## config.mk

```make
export PLATFORM = sky130hd
export DESIGN_NAME = frame_sample_tx_flat
export DESIGN_NICKNAME = d
export VERILOG_FILES = /design/src/rtl/frame_tx_pkg.sv /design/src/rtl/frame_sample_tx_if.sv /design/src/rtl/frame_tx_buf.sv /design/src/rtl/frame_sample_tx.sv /design/src/flat_wrapper.sv
export SDC_FILE = /design/constraint.sdc
export NUM_CORES = 1
export LEC_CHECK = 0
export ABC_CLOCK_PERIOD_IN_PS = 2860
export CORE_MARGIN = 2
export CORE_UTILIZATION = 29
export DETAILED_ROUTE_END_ITERATION = 12
export HOLD_SLACK_MARGIN = 0.02
export SYNTH_ARGS = -nofsm -noshare
export SYNTH_HDL_FRONTEND = slang
export SYNTH_SLANG_ARGS = --single-unit
```

## constraint.sdc

```tcl
create_clock -name clk200 -period 2.86 [get_ports clk200]
set_clock_uncertainty 0.15 [all_clocks]
set_input_delay 0.572 -clock clk200 [delete_from_list [all_inputs] [get_ports clk200]]
set_output_delay 0.572 -clock clk200 [all_outputs]
set_load 0.02 [all_outputs]
```

## src/rtl/frame_tx_pkg.sv

```systemverilog
// rtl/frame_tx_pkg.sv - shared constants and FSM state type for frame_sample_tx
// Default frame geometry, counter widths and the replay FSM state encoding.
package frame_tx_pkg;

    localparam int DEF_DATA_SIZE   = 4;
    localparam int DEF_LENGTH      = 64;
    localparam int DEF_LENGTH_SIZE = 6;
    localparam int GAP_W           = 4;
    localparam int HOLD_W          = 8;

    typedef enum logic [2:0] {
        IDLE,
        PRE,
        SEND,
        POST,
        HOLD
    } tx_state_e;

endpackage

```

## src/rtl/frame_sample_tx_if.sv

```systemverilog
// rtl/frame_sample_tx_if.sv - host load port and Collect/Valid/Data capture stream
// master: frame_sample_tx (drives LdErr, Collect, Valid, Data; receives LdEn, LdAdd, LdData)
// slave : host/receiver side (drives LdEn, LdAdd, LdData; receives LdErr, Collect, Valid, Data)
interface frame_sample_tx_if
    import frame_tx_pkg::*;
#(
    parameter int DATA_SIZE   = DEF_DATA_SIZE,
    parameter int LENGTH_SIZE = DEF_LENGTH_SIZE
) ();

    logic                   LdEn;
    logic [LENGTH_SIZE-1:0] LdAdd;
    logic [DATA_SIZE-1:0]   LdData;
    logic                   LdErr;
    logic                   Collect;
    logic                   Valid;
    logic [DATA_SIZE-1:0]   Data;

    modport master (
        input  LdEn, LdAdd, LdData,
        output LdErr, Collect, Valid, Data
    );

    modport slave (
        output LdEn, LdAdd, LdData,
        input  LdErr, Collect, Valid, Data
    );

endinterface

```

## src/rtl/frame_tx_buf.sv

```systemverilog
// rtl/frame_tx_buf.sv - frame buffer, one write port and one registered read port
// wr_en_i/wr_addr_i/wr_data_i : synchronous write
// rd_en_i/rd_addr_i           : read request, data appears on rd_data_o next cycle
// rd_data_o                   : registered read data, holds its value when rd_en_i=0
module frame_tx_buf
    import frame_tx_pkg::*;
#(
    parameter int DATA_SIZE   = DEF_DATA_SIZE,
    parameter int LENGTH      = DEF_LENGTH,
    parameter int LENGTH_SIZE = DEF_LENGTH_SIZE
) (
    input  logic                   clk200,
    input  logic                   rstn,
    input  logic                   wr_en_i,
    input  logic [LENGTH_SIZE-1:0] wr_addr_i,
    input  logic [DATA_SIZE-1:0]   wr_data_i,
    input  logic                   rd_en_i,
    input  logic [LENGTH_SIZE-1:0] rd_addr_i,
    output logic [DATA_SIZE-1:0]   rd_data_o
);

    logic [DATA_SIZE-1:0] mem_q [LENGTH];
    logic [DATA_SIZE-1:0] rd_data_q;

    // Storage carries no reset; its contents are meaningless until loaded.
    always_ff @(posedge clk200) begin
        if (wr_en_i) begin
            mem_q[wr_addr_i] <= wr_data_i;
        end
    end

    // Read register doubles as the Data output, so it only moves on a beat
    // prefetch and otherwise keeps presenting the last sample.
    always_ff @(posedge clk200 or negedge rstn) begin
        if (!rstn) begin
            rd_data_q <= '0;
        end else if (rd_en_i) begin
            rd_data_q <= mem_q[rd_addr_i];
        end
    end

    assign rd_data_o = rd_data_q;

endmodule

```

## src/rtl/frame_sample_tx.sv

```systemverilog
// rtl/frame_sample_tx.sv - replays a loaded frame as Collect/Valid/Data beats
// clk200, rstn  : clock, asynchronous active-low reset
// bus (master)  : load port (LdEn/LdAdd/LdData -> LdErr) and capture stream (Collect/Valid/Data)
// Start, Abort  : begin / terminate a frame
// Gap           : idle cycles between beats, captured on an accepted Start
// Busy, Done    : frame in progress / one-cycle end-of-hold pulse
module frame_sample_tx
    import frame_tx_pkg::*;
#(
    parameter int DATA_SIZE   = DEF_DATA_SIZE,
    parameter int LENGTH      = DEF_LENGTH,
    parameter int LENGTH_SIZE = DEF_LENGTH_SIZE,
    parameter int PRE_CYC     = 2,
    parameter int POST_CYC    = 4,
    parameter int HOLD_CYC    = 160
) (
    input  logic             clk200,
    input  logic             rstn,
    frame_sample_tx_if.master bus,
    input  logic             Start,
    input  logic             Abort,
    input  logic [GAP_W-1:0] Gap,
    output logic             Busy,
    output logic             Done
);

    localparam logic [HOLD_W-1:0]      PRE_LAST  = HOLD_W'(PRE_CYC - 1);
    localparam logic [HOLD_W-1:0]      POST_LAST = HOLD_W'(POST_CYC - 1);
    localparam logic [HOLD_W-1:0]      HOLD_LAST = HOLD_W'(HOLD_CYC - 1);
    localparam logic [LENGTH_SIZE-1:0] LAST_BEAT = LENGTH_SIZE'(LENGTH - 1);

    tx_state_e              state_q, state_d;
    logic [HOLD_W-1:0]      cnt_q, cnt_d;      // cycles spent in PRE/POST/HOLD
    logic [GAP_W-1:0]       gcnt_q, gcnt_d;    // position within a beat slot, 0 = beat cycle
    logic [GAP_W-1:0]       gap_q, gap_d;
    logic [LENGTH_SIZE-1:0] beat_q, beat_d;
    logic                   collect_q, collect_d;
    logic                   valid_q, valid_d;
    logic                   busy_q, busy_d;
    logic                   done_q, done_d;
    logic                   lderr_q, lderr_d;
    logic                   wr_en;

    always_comb begin
        state_d = state_q;
        cnt_d   = cnt_q;
        gcnt_d  = gcnt_q;
        gap_d   = gap_q;
        beat_d  = beat_q;

        case (state_q)
            IDLE: begin
                if (Start) begin
                    state_d = PRE;
                    cnt_d   = '0;
                    gap_d   = Gap;
                end
            end
            PRE: begin
                if (Abort) begin
                    state_d = HOLD;
                    cnt_d   = '0;
                end else if (cnt_q == PRE_LAST) begin
                    state_d = SEND;
                    gcnt_d  = '0;
                    beat_d  = '0;
                end else begin
                    cnt_d = cnt_q + 1'b1;
                end
            end
            SEND: begin
                if (Abort) begin
                    state_d = HOLD;
                    cnt_d   = '0;
                end else if (gcnt_q == '0 && beat_q == LAST_BEAT) begin
                    // Leave straight from the last beat so the counter never wraps.
                    state_d = POST;
                    cnt_d   = '0;
                end else if (gcnt_q == gap_q) begin
                    gcnt_d = '0;
                    beat_d = beat_q + 1'b1;
                end else begin
                    gcnt_d = gcnt_q + 1'b1;
                end
            end
            POST: begin
                if (Abort || cnt_q == POST_LAST) begin
                    state_d = HOLD;
                    cnt_d   = '0;
                end else begin
                    cnt_d = cnt_q + 1'b1;
                end
            end
            HOLD: begin
                if (cnt_q == HOLD_LAST) begin
                    state_d = IDLE;
                    cnt_d   = '0;
                end else begin
                    cnt_d = cnt_q + 1'b1;
                end
            end
            default: begin
                state_d = IDLE;
            end
        endcase
    end

    // Outputs are decoded from the next state so they come straight off flops.
    always_comb begin
        collect_d = (state_d == PRE) || (state_d == SEND) || (state_d == POST);
        valid_d   = (state_d == SEND) && (gcnt_d == '0);
        done_d    = (state_d == HOLD) && (cnt_d == HOLD_LAST);
        busy_d    = (state_d != IDLE) && !done_d;
        wr_en     = bus.LdEn && !busy_q;
        lderr_d   = bus.LdEn && busy_q;
    end

    always_ff @(posedge clk200 or negedge rstn) begin
        if (!rstn) begin
            state_q   <= IDLE;
            cnt_q     <= '0;
            gcnt_q    <= '0;
            gap_q     <= '0;
            beat_q    <= '0;
            collect_q <= 1'b0;
            valid_q   <= 1'b0;
            busy_q    <= 1'b0;
            done_q    <= 1'b0;
            lderr_q   <= 1'b0;
        end else begin
            state_q   <= state_d;
            cnt_q     <= cnt_d;
            gcnt_q    <= gcnt_d;
            gap_q     <= gap_d;
            beat_q    <= beat_d;
            collect_q <= collect_d;
            valid_q   <= valid_d;
            busy_q    <= busy_d;
            done_q    <= done_d;
            lderr_q   <= lderr_d;
        end
    end

    // Read is issued exactly in the cycle before each beat, at that beat's address.
    frame_tx_buf #(
        .DATA_SIZE   (DATA_SIZE),
        .LENGTH      (LENGTH),
        .LENGTH_SIZE (LENGTH_SIZE)
    ) u_buf (
        .clk200    (clk200),
        .rstn      (rstn),
        .wr_en_i   (wr_en),
        .wr_addr_i (bus.LdAdd),
        .wr_data_i (bus.LdData),
        .rd_en_i   (valid_d),
        .rd_addr_i (beat_d),
        .rd_data_o (bus.Data)
    );

    assign bus.Collect = collect_q;
    assign bus.Valid   = valid_q;
    assign bus.LdErr   = lderr_q;
    assign Busy        = busy_q;
    assign Done        = done_q;

endmodule

```

## src/flat_wrapper.sv

```systemverilog
// flat-port wrapper written by rule: the top's interface ports become plain ports
module frame_sample_tx_flat import frame_tx_pkg::*;
#(
    parameter int DATA_SIZE   = DEF_DATA_SIZE,
    parameter int LENGTH      = DEF_LENGTH,
    parameter int LENGTH_SIZE = DEF_LENGTH_SIZE,
    parameter int PRE_CYC     = 2,
    parameter int POST_CYC    = 4,
    parameter int HOLD_CYC    = 160
)
  (clk200, rstn, Start, Abort, Gap, Busy, Done, bus_LdEn, bus_LdAdd, bus_LdData, bus_LdErr, bus_Collect, bus_Valid, bus_Data);
  frame_sample_tx_if #(.DATA_SIZE(DATA_SIZE), .LENGTH_SIZE(LENGTH_SIZE)) bus_i ();
  input  logic clk200;
  input  logic rstn;
  input  logic Start;
  input  logic Abort;
  input  logic [GAP_W-1:0] Gap;
  output logic Busy;
  output logic Done;
  input wire logic [$bits(bus_i.LdEn)-1:0] bus_LdEn;
  input wire logic [$bits(bus_i.LdAdd)-1:0] bus_LdAdd;
  input wire logic [$bits(bus_i.LdData)-1:0] bus_LdData;
  output wire logic [$bits(bus_i.LdErr)-1:0] bus_LdErr;
  output wire logic [$bits(bus_i.Collect)-1:0] bus_Collect;
  output wire logic [$bits(bus_i.Valid)-1:0] bus_Valid;
  output wire logic [$bits(bus_i.Data)-1:0] bus_Data;
  assign bus_i.LdEn = bus_LdEn;
  assign bus_i.LdAdd = bus_LdAdd;
  assign bus_i.LdData = bus_LdData;
  assign bus_LdErr = bus_i.LdErr;
  assign bus_Collect = bus_i.Collect;
  assign bus_Valid = bus_i.Valid;
  assign bus_Data = bus_i.Data;
  frame_sample_tx #(.DATA_SIZE(DATA_SIZE), .LENGTH(LENGTH), .LENGTH_SIZE(LENGTH_SIZE), .PRE_CYC(PRE_CYC), .POST_CYC(POST_CYC), .HOLD_CYC(HOLD_CYC)) u_core (.clk200(clk200), .rstn(rstn), .bus(bus_i), .Start(Start), .Abort(Abort), .Gap(Gap), .Busy(Busy), .Done(Done));
endmodule
```

======== Word-level counts from Yosys, hierarchy flattened ========
Memory sizes are Yosys's and may differ from the RTL's. A register that Yosys moved wholly into a read port is not among the register bits.
Cells that the tools add are included.
cells by class
  equality and inequality tests ........... 14
  reduce and logical (&&, ||, !) cells .... 17
  add/subtract/negate cells ............... 3
  multiplexer cells ....................... 30
operators with widths
  cell                                                 number
  2-to-1 mux 8 bit                                     7
  one-hot mux 8 bit (5 select lines)                   1
  2-to-1 mux 6 bit                                     5
  2-to-1 mux 3 bit                                     7
  2-to-1 mux 4 bit                                     5
  equality test 8 bit, second input constant           2
  one-hot mux 3 bit (5 select lines)                   1
  equality test 3 x 2 -> 1 bit, second input constant  4
  one-hot mux 6 bit (2 select lines)                   1
  adder 8 x 1 -> 8 bit, second input constant          1
  equality test 8 x 1 -> 1 bit, second input constant  1
  equality test 8 x 2 -> 1 bit, second input constant  1
  logical NOT 4 bit                                    2
  one-hot mux 4 bit (2 select lines)                   1
  adder 6 x 1 -> 6 bit, second input constant          1
  equality test 3 x 1 -> 1 bit, second input constant  2
  equality test 3 bit, second input constant           2
  equality test 6 bit, second input constant           1
  logical AND 1 bit                                    6
  adder 4 x 1 -> 4 bit, second input constant          1
  equality test 4 bit                                  1
  logical NOT 1 bit                                    3
  logical NOT 3 bit                                    1
  logical OR 1 bit                                     3
  other kinds (3)                                      4
storage, ports and cells
  output and inout bits ................... 9
  memories ................................ 1
  bits in writable memories ............... 256
  register bits ........................... 30
  input bits .............................. 19
  word-level logic and storage cells ...... 75
memories
  memory              depth  bits a word  read ports  clocked after Yosys merged registers in  wr ports  RTL line            RTL
  u_core.u_buf.mem_q  64     4            1           1                                        1         frame_tx_buf.sv:22  logic [DATA_SIZE-1:0] mem_q [LENGTH];

======== Longest topological paths before layout ========
Gate-level depths: netlist (run 1).
  depth in word-level cells ............... 9
  mapped depth ............................ 15
  depth with buffers taken out ............ 12

======== By module ========
Synthesis (run 1) repeated with hierarchy kept, for this count alone.
unflattened totals
  cell total of the unflattened synthesis .. 722
  area total of the unflattened synthesis .. 12285.5 µm²
modules (own cells, without submodules)
  module           cells an instance  sequential area each (µm²)  area each (µm²)  times used
  frame_tx_buf     544                7787.5                      10516.3          1
  frame_sample_tx  178                750.7                       1769.2           1

======== Worst setup path before layout (run 1) ========
No wires, ideal clock.
  path type ............................... input port to flip-flop
  from .................................... in Abort
  to ...................................... reg u_core.u_buf.rd_data_q[0] (netlist: u_core.u_buf.rd_data_o[0]), read port of u_core.u_buf.mem_q
  required time ........................... 2.571 ns
  library setup time ...................... 0.139 ns
  setup slack ............................. -0.193 ns
  data arrival time ....................... 2.764 ns
  stages .................................. 10
  path buffers ............................ 1
  path through ............................ nor4b_4 > o31ai_4 > o211a_4 > nor2_4 > buf_12 > mux4_2 > a22o_1 > a211oi_1 > a211o_1 > o2111ai_1
on the way
  cells in the longest elaborated chain, start to end .. 5
  elaborated cells on any way between the ends .. 14
  classes of those cells .................. eq/ne (1); mux (10); reduce/logical (3)
RTL lines
  element                             RTL line                RTL
  start, declared                     flat_wrapper.sv:16      input logic Abort;
  logical OR 1 bit                    frame_sample_tx.sv:87   if (Abort || cnt_q == POST_LAST) begin
  2-to-1 mux 3 bit                    frame_sample_tx.sv:87
  one-hot mux 3 bit (5 select lines)  frame_sample_tx.sv:51   case (state_q)
  equality test 3 x 2 -> 1 bit        frame_sample_tx.sv:111  valid_d = (state_d == SEND) && (gcnt_d == '0);
  logical AND 1 bit                   frame_sample_tx.sv:111
  end, declared                       frame_tx_buf.sv:23      logic [DATA_SIZE-1:0] rd_data_q;
Several ways; a longest one is shown, not always the timed one.
A chain may end at the register's enable or synchronous reset.

======== Worst setup path in the final report (run 1) ========
  from .................................... reg u_core.state_q[2]
  to ...................................... reg u_core.u_buf.rd_data_q[2] (netlist: u_core.u_buf.rd_data_o[2]), read port of u_core.u_buf.mem_q
on the way
  cells in the longest elaborated chain, start to end .. 5
  elaborated cells on any way between the ends .. 18
  classes of those cells .................. eq/ne (5); mux (10); reduce/logical (3)
RTL lines
  element                                     RTL line                                      RTL
  start, declared                             frame_sample_tx.sv:32                         tx_state_e state_q, state_d;
  start signal, assigned                      frame_sample_tx.sv:131                        state_q <= state_d;
  2-to-1 mux 3 bit, on equally long branches  frame_sample_tx.sv:75, frame_sample_tx.sv:63
  2-to-1 mux 3 bit, on equally long branches  frame_sample_tx.sv:72, frame_sample_tx.sv:60
  one-hot mux 3 bit (5 select lines)          frame_sample_tx.sv:51
  equality test 3 x 2 -> 1 bit                frame_sample_tx.sv:111
  logical AND 1 bit                           frame_sample_tx.sv:111
Several ways; a longest one is shown, not always the timed one.

==> results.toml, run 1 <==
[pwr]
peakVddDrop_v = 0.0004725
powerDensity_mw_per_mm2 = 687.4
power_leakage_nw = 6.020

[synthesis]
ys_ff_latch = 290
async_flop_share_pct = 11.72
syn_area_per_cell_um2 = 13.41
synth_enable_flop_cells = 256
yosys_warnings = 0
syn-num-nets = 968
seq_area_frac_synth_pct = 67.46
synthMuxAreaShare_pct = 4.716
synth_simple_gate_area_share_pct = 13.44
synth-xor-area-share_pct = 0.4745
synth_compound_area_share_pct = 10.49
synth_cell_types = 83
synth_flop_cell = "edfxtp_1"
synth_top_area_share_pct = 60.74
synthCells = 944
yosysTopAreaCell = "edfxtp_1"
synth_fa_ha_area_share_pct = 0.4943
netlist_top_cells_area = "edfxtp_1, dfrtp_1, nand2_1, nor2_1, mux2i_1"
synth.cell_area_mm2 = 0.01266
synth_top_family_by_area = "simple AND/OR/NAND/NOR gates"

[clock_network]
clock_sinks = 290
ctsLongestPathBuffers = 3
cts_buffers = 30
cts_tree = "yes"
htreeDepth = 1
insertion_delay_ns = 0.56
cts_root_buf = "clkbuf_16"
clk_pin_slew_worst_paths_ns = 0.07

[drt]
dr.pass1.iters = 5
drtIter0Drc = 881
wl_per_cell_um = 19.95
via_per_inst = 4.997
drtAntennaViolNets = 0
vias = 8915
drcViolationCount = 0
wl_mm = 35.59

[critical_path]
start_kind = "register"
worstRegToRegCells = 11
worstReg2RegStart = "u_core.state_q[2]"
path_buf_inv = 2
crit_top_cell = "buf_6"
r2r_setup_slack_ns = -0.36
slowest_delay_ns = 0.49
crit_type = "register to register"
crit_fanout = 5
r2r-end = "u_core.u_buf.rd_data_o[2]"
critical-path-top-delay-family = "compound AO/OA/AOI/OAI gates"
worst_ep_required_time_ns = 3.16
crit_chain = "nor4b_4, o31ai_4, o211a_4, nor2_4, buf_6, buf_6, mux4_2, a22o_1, a211oi_2, a211o_1, o2111ai_1"
critPathSlowestCell = "mux4_2"
cp.arrival_ns = 3.51
cp-end-kind = "register"

[layout]
final_core_util_pct = 37.90
final_cell_area_mm2 = 0.01632
drive_gt1_share_pct = 30.19
nets = 1200
diodes = 0
area_delta_synth_final_pct = 28.99

[grt]
grt.total_usage_pct = 15.68
grt_max_degree = 65
antenna_found_initial = 1
grt_overflow = 0
grt_pass1_vias = 8865
grt_pass1_wl_mm = 53.34

[sta]
maxSlewHeadroom_pct = 38.91
slew_viol_final = 0
hold_viol = 0
rsz0062_at_grt = "true"
fin_crit_ns = 3.217
worst_slack_ns = -0.3566
period_share_pct = 112.5
setup_violations = 4
worst_pin_slew_ns = 0.9163
worst_hold_slack_ns = 0.3489
fmax_mhz = 310.9

[placed_design]
gp_congestion = 0.9060
dp_hpwl_mm = 24.73
place_ws_ns = -1.067
io_buffers = 27
placed_cell_area_mm2 = 0.01504

[floorplanning]
die_area_mm2 = 0.04533
fp.dieW_um = 212.9
coreArea_mm2 = 0.04308
chipHeight_um = 212.9
pin_count = 28
start_util_pct = 29.38
num_rows = 76

[min_path]
hold_end = "u_core.u_buf.mem_q[50][3]"
worst_hold_path.num_cells = 1
hold_path_class = "primary input to register"
holdCritStartpoint = "bus_LdData[3]"

[flow_run]
maxCapViolCount = 0

[run_status]
status = "complete, but fails checks"
violations = "negative setup slack"
cells by family (layout without fill, tap and decap cells):
| kind of cell | Yosys count | in the layout |
|---|---|---|
| and+or+nand+nor | 351 | 351 |
| DFF | 290 | 290 |
| AOI/OAI and AO/OA | 179 | 179 |
| buffers and inverters | 67 | 322 |
| muxes | 46 | 46 |
| xor gates and xnor gates | 6 | 6 |
| adders and majority gates | 5 | 5 |
worst reg2reg max path: cells and delay by family, from the launching register on:
kind	cells	cell delay (ns)
AND/OR/NAND/NOR	2	0.55
multiplexers	1	0.49
flip-flops	1	0.44
AO/OA/AOI/OAI	6	1.20
buffers and inverters	2	0.26
Yosys cell counts (5+ instances only):
cell      number
a31o_2         5
a311o_1        6
o21ai_0       22
a21o_1         5
mux2_2         9
nor2_1        92
and3_1        30
nand3_1       29
edfxtp_1     256
dfrtp_1       34
a22oi_1        5
buf_2         15
mux2i_1       27
ha_1           5
nand2_1      142
a31oi_1       15
a211oi_1      26
or4_1          5
a22o_1         6
o22ai_1        9
clkbuf_1      20
mux4_2        10
o31ai_1        5
inv_1         12
a21oi_1       23
a32oi_1       11
nor3_1         6
a211o_1        7
buf_4         10
layout by cell type, fill, tap and decap left out, drive strengths merged, types with 10 or more instances in the layout:
master,count
nor2,94
nand2,143
a32oi,11
clkdlybuf4s50,21
and3,30
mux4,10
clkinv,17
edfxtp,256
inv,15
buf,230
a31oi,16
a211oi,26
o21ai,25
clkbuf,33
dfrtp,34
a21oi,23
mux2i,27
nor3,10
nand3,30
registers in the layout (all words and copies together), names as in the netlist:
register,count
u_core.gap_q,4
u_core.cnt_q,8
u_core.Busy,1
u_core.bus.Valid,1
u_core.state_q,3
u_core.u_buf.rd_data_o,4
u_core.bus.LdErr,1
u_core.u_buf.mem_q,256
u_core.Done,1
u_core.beat_q,6
u_core.bus.Collect,1
u_core.gcnt_q,4
through the flow:
step           TNS [ns]  cells  power (mW)
2_1_floorplan   -0.6540    944       6.329
3_3_place_gp     -7.117   1716       7.329
3_5_place_dp     -8.891   1716       7.358
4_1_cts          -1.183   1779       11.18
5_1_grt          -1.799   1784       11.67
6_report         -1.303   1784       11.22
metal layers:
metal / up-vias / wire length, um / GRT usage, %
li1: 4078 / - / -
met4: 0 / 1164 / 5.184
met2: 355 / 16140 / 24.63
met5: - / 0 / 0
met1: 4401 / 15440 / 21.76
met3: 81 / 2845 / 3.059
power by group:
| part | total [mW] | internal (mW) | switching (mW) |
|---|---|---|---|
| Sequential | 4.94 | 4.77 | 0.175 |
| Clock | 3.71 | 2.09 | 1.63 |
| Combinational | 2.57 | 1.22 | 1.34 |
| Total | 11.2 | 8.08 | 3.14 |
repair_timing:
| item | in CTS | in global routing |
|---|---|---|
| endpoints found under the hold margin | 34 | 0 |
| resized for setup | 43 | 28 |
| pin swaps | 11 | 12 |
| setup endpoints to repair | 6 | 6 |
| hold buffers | 1 | 0 |
| buffers inserted | 7 | 5 |
worst max-delay path by stage:
stage,start,endpoint,depth (start not counted)
after floorplan,Abort,u_core.u_buf.rd_data_o[0],10
after global placement,Abort,u_core.u_buf.rd_data_o[1],14
after detailed placement,Abort,u_core.u_buf.rd_data_o[1],14
after CTS,u_core.gcnt_q[0],u_core.u_buf.rd_data_o[3],13
after global routing,u_core.gcnt_q[0],u_core.u_buf.rd_data_o[0],13
final,u_core.state_q[2],u_core.u_buf.rd_data_o[2],11
area by class of cell:
class,instances,area (um2)
Sequential cell,290,8541
Timing Repair Buffer,253,2101
Multi-Input combinational cell,587,3965
Tap cell,585,732.0
Clock inverter,22,163.9
Clock buffer,33,762.0
Fill cell,4120,26750
Inverter,14,60.06
Power figures use the tool's default switching activity.
==> run 2, diff against run 1 <==
Settings changed: CORE_MARGIN 2 to default.
==> run 2 against run 1 <==
  * The flow still finishes with violations (negative setup slack)
  * Fmax up 0.46%
  * Cell area up 0.74%
  * Setup slack better by 0.015 ns
  * Register-to-register slack about the same
==> results.toml, run 2 (synthesis gave the netlist of run 1 again) <==
[run_status]
status = "complete, but fails checks"
violations = "negative setup slack"

[placed_design]
io_buffers = 27
dp.cells = 1699
gp_congestion = 0.9102
dp_hpwl_mm = 23.86
place_ws_ns = -1.083

[critical_path]
crit_type = "register to register"
cp.arrival_ns = 3.51
start_kind = "register"
worst_ep_required_time_ns = 3.17
worstReg2RegStart = "u_core.state_q[0]"
r2r-end = "u_core.u_buf.rd_data_o[0]"
crit_fanout = 8
worstRegToRegCells = 13
r2r_setup_slack_ns = -0.34
cp-end-kind = "register"

[floorplanning]
num_rows = 76
pin_count = 28
die_area_mm2 = 0.04448
fp.dieW_um = 210.9
chipHeight_um = 210.9
start_util_pct = 29.38
coreArea_mm2 = 0.04308

[layout]
final_common_cell = "edfxtp_1"
area_delta_synth_final_pct = 29.95
final_cell_count_no_fill = 1783
reg_top3 = "u_core.u_buf.mem_q (256), u_core.cnt_q (8), u_core.beat_q (6)"
drive_gt1_share_pct = 30.88
diodes = 0
largest_reg_flops = 256
nets = 1200
final_cell_mix = "edfxtp_1, buf_4, nand2_1"
top_register = "u_core.u_buf.mem_q"

[sta]
rsz0062_at_grt = "true"
period_share_pct = 112.0
setup_violations = 6
hold_viol = 0
fmax_mhz = 312.3
worst_hold_slack_ns = 0.3385
worst_pin_slew_ns = 0.8722
worst_slack_ns = -0.3419
maxSlewHeadroom_pct = 41.85
fin_crit_ns = 3.202
slew_viol_final = 0

[grt]
grt_pass1_wl_mm = 52.39
grt_max_degree = 65
grt_pass1_vias = 8746
antenna_found_initial = 0
grt.total_usage_pct = 15.58
grt_overflow = 0

[clock_network]
htreeDepth = 1
clock_sinks = 290
cts_tree = "yes"
ctsLongestPathBuffers = 3
clk_pin_slew_worst_paths_ns = 0.07
insertion_delay_ns = 0.57
cts_buffers = 29
cts_root_buf = "clkbuf_16"

[min_path]
worst_hold_path.num_cells = 1
hold_end = "u_core.u_buf.mem_q[50][2]"
holdCritStartpoint = "bus_LdData[2]"
hold_path_class = "primary input to register"

[pwr]
powerDensity_mw_per_mm2 = 693.0
power_leakage_nw = 6.059
peakVddDrop_v = 0.0004125

[drt]
via_per_inst = 5.011
dr.pass1.iters = 5
vias = 8934
drtIter0Drc = 905
wl_mm = 35.18
drtAntennaViolNets = 0
wl_per_cell_um = 19.73
drcViolationCount = 0

[flow_run]
maxCapViolCount = 0
run 2: cell types whose count changed in the layout (fill, tap and decap cells not counted), moves of 3 or more:
cell | previous run | this run
clkinv_2 | 3 | 9
buf_4 | 205 | 199
a31oi_2 | 0 | 3
clkinv_1 | 13 | 2
buf_12 | 9 | 17
a31oi_1 | 15 | 12
run 2: routing by layer:
metal  part of all wire (%)  up-vias  wire length, um  global-route usage (%)
met5                      0        -                0                       0
met2                     46      326            16320                   24.92
met1                     44     4465            15430                   21.01
met3                    7.1       66             2514                   3.717
li1                       -     4077                -                       -
met4                    2.6        0              912                   4.473
run 2: worst max-delay path, stage by stage, from the launching register on:
cell,delay (ns)
dfrtp_2,0.43
nor4b_4,0.25
buf_4,0.17
o31ai_4,0.06
buf_6,0.13
o211a_4,0.23
nor2_4,0.10
buf_12,0.15
buf_4,0.13
mux4_2,0.49
a22o_1,0.21
a211oi_2,0.25
a211o_1,0.21
o2111ai_2,0.10
run 2: where the power goes:
group          internal (mW)  switching, mW
clock network           2.06           1.68
registers               4.77          0.174
logic                   1.33           1.38
run 2: worst max path at each step:
stage / to / startpoint / depth (start not counted)
floorplan: u_core.u_buf.rd_data_o[0] / Abort / 10
global route: u_core.u_buf.rd_data_o[1] / u_core.state_q[0] / 13
CTS: u_core.u_buf.rd_data_o[1] / u_core.state_q[2] / 13
global placement: u_core.u_buf.rd_data_o[2] / Abort / 13
detailed placement: u_core.u_buf.rd_data_o[0] / Abort / 11
finish: u_core.u_buf.rd_data_o[0] / u_core.state_q[0] / 13
run 2: stage by stage:
step / TNS (ns) / cell area (um2) / power (mW) / util (%)
2_1_floorplan: -0.6540 / 12670 / 6.329 / -
3_3_place_gp: -4.814 / 14980 / 7.380 / 34.79
3_5_place_dp: -5.172 / 14980 / 7.411 / 34.79
4_1_cts: -1.140 / 16100 / 11.26 / 37.37
5_1_grt: -1.845 / 16450 / 11.83 / 38.18
6_report: -1.369 / 16450 / 11.40 / 38.18
run 2: cell type report:
type / instances / area (um2)
Clock buffer: 34 / 744.5
Clock inverter: 19 / 173.9
Fill cell: 4065 / 26630
Inverter: 14 / 62.56
Multi-Input combinational cell: 587 / 3971
Sequential cell: 290 / 8543
Tap cell: 585 / 732.0
Timing Repair Buffer: 254 / 2218
run 2: timing repair:
action	CTS	global route
resized for setup	35	39
pin swaps	8	29
gates cloned	0	1
hold buffers	1	0
endpoints found under the setup margin	6	6
hold endpoints to repair	34	0
setup buffers	6	24
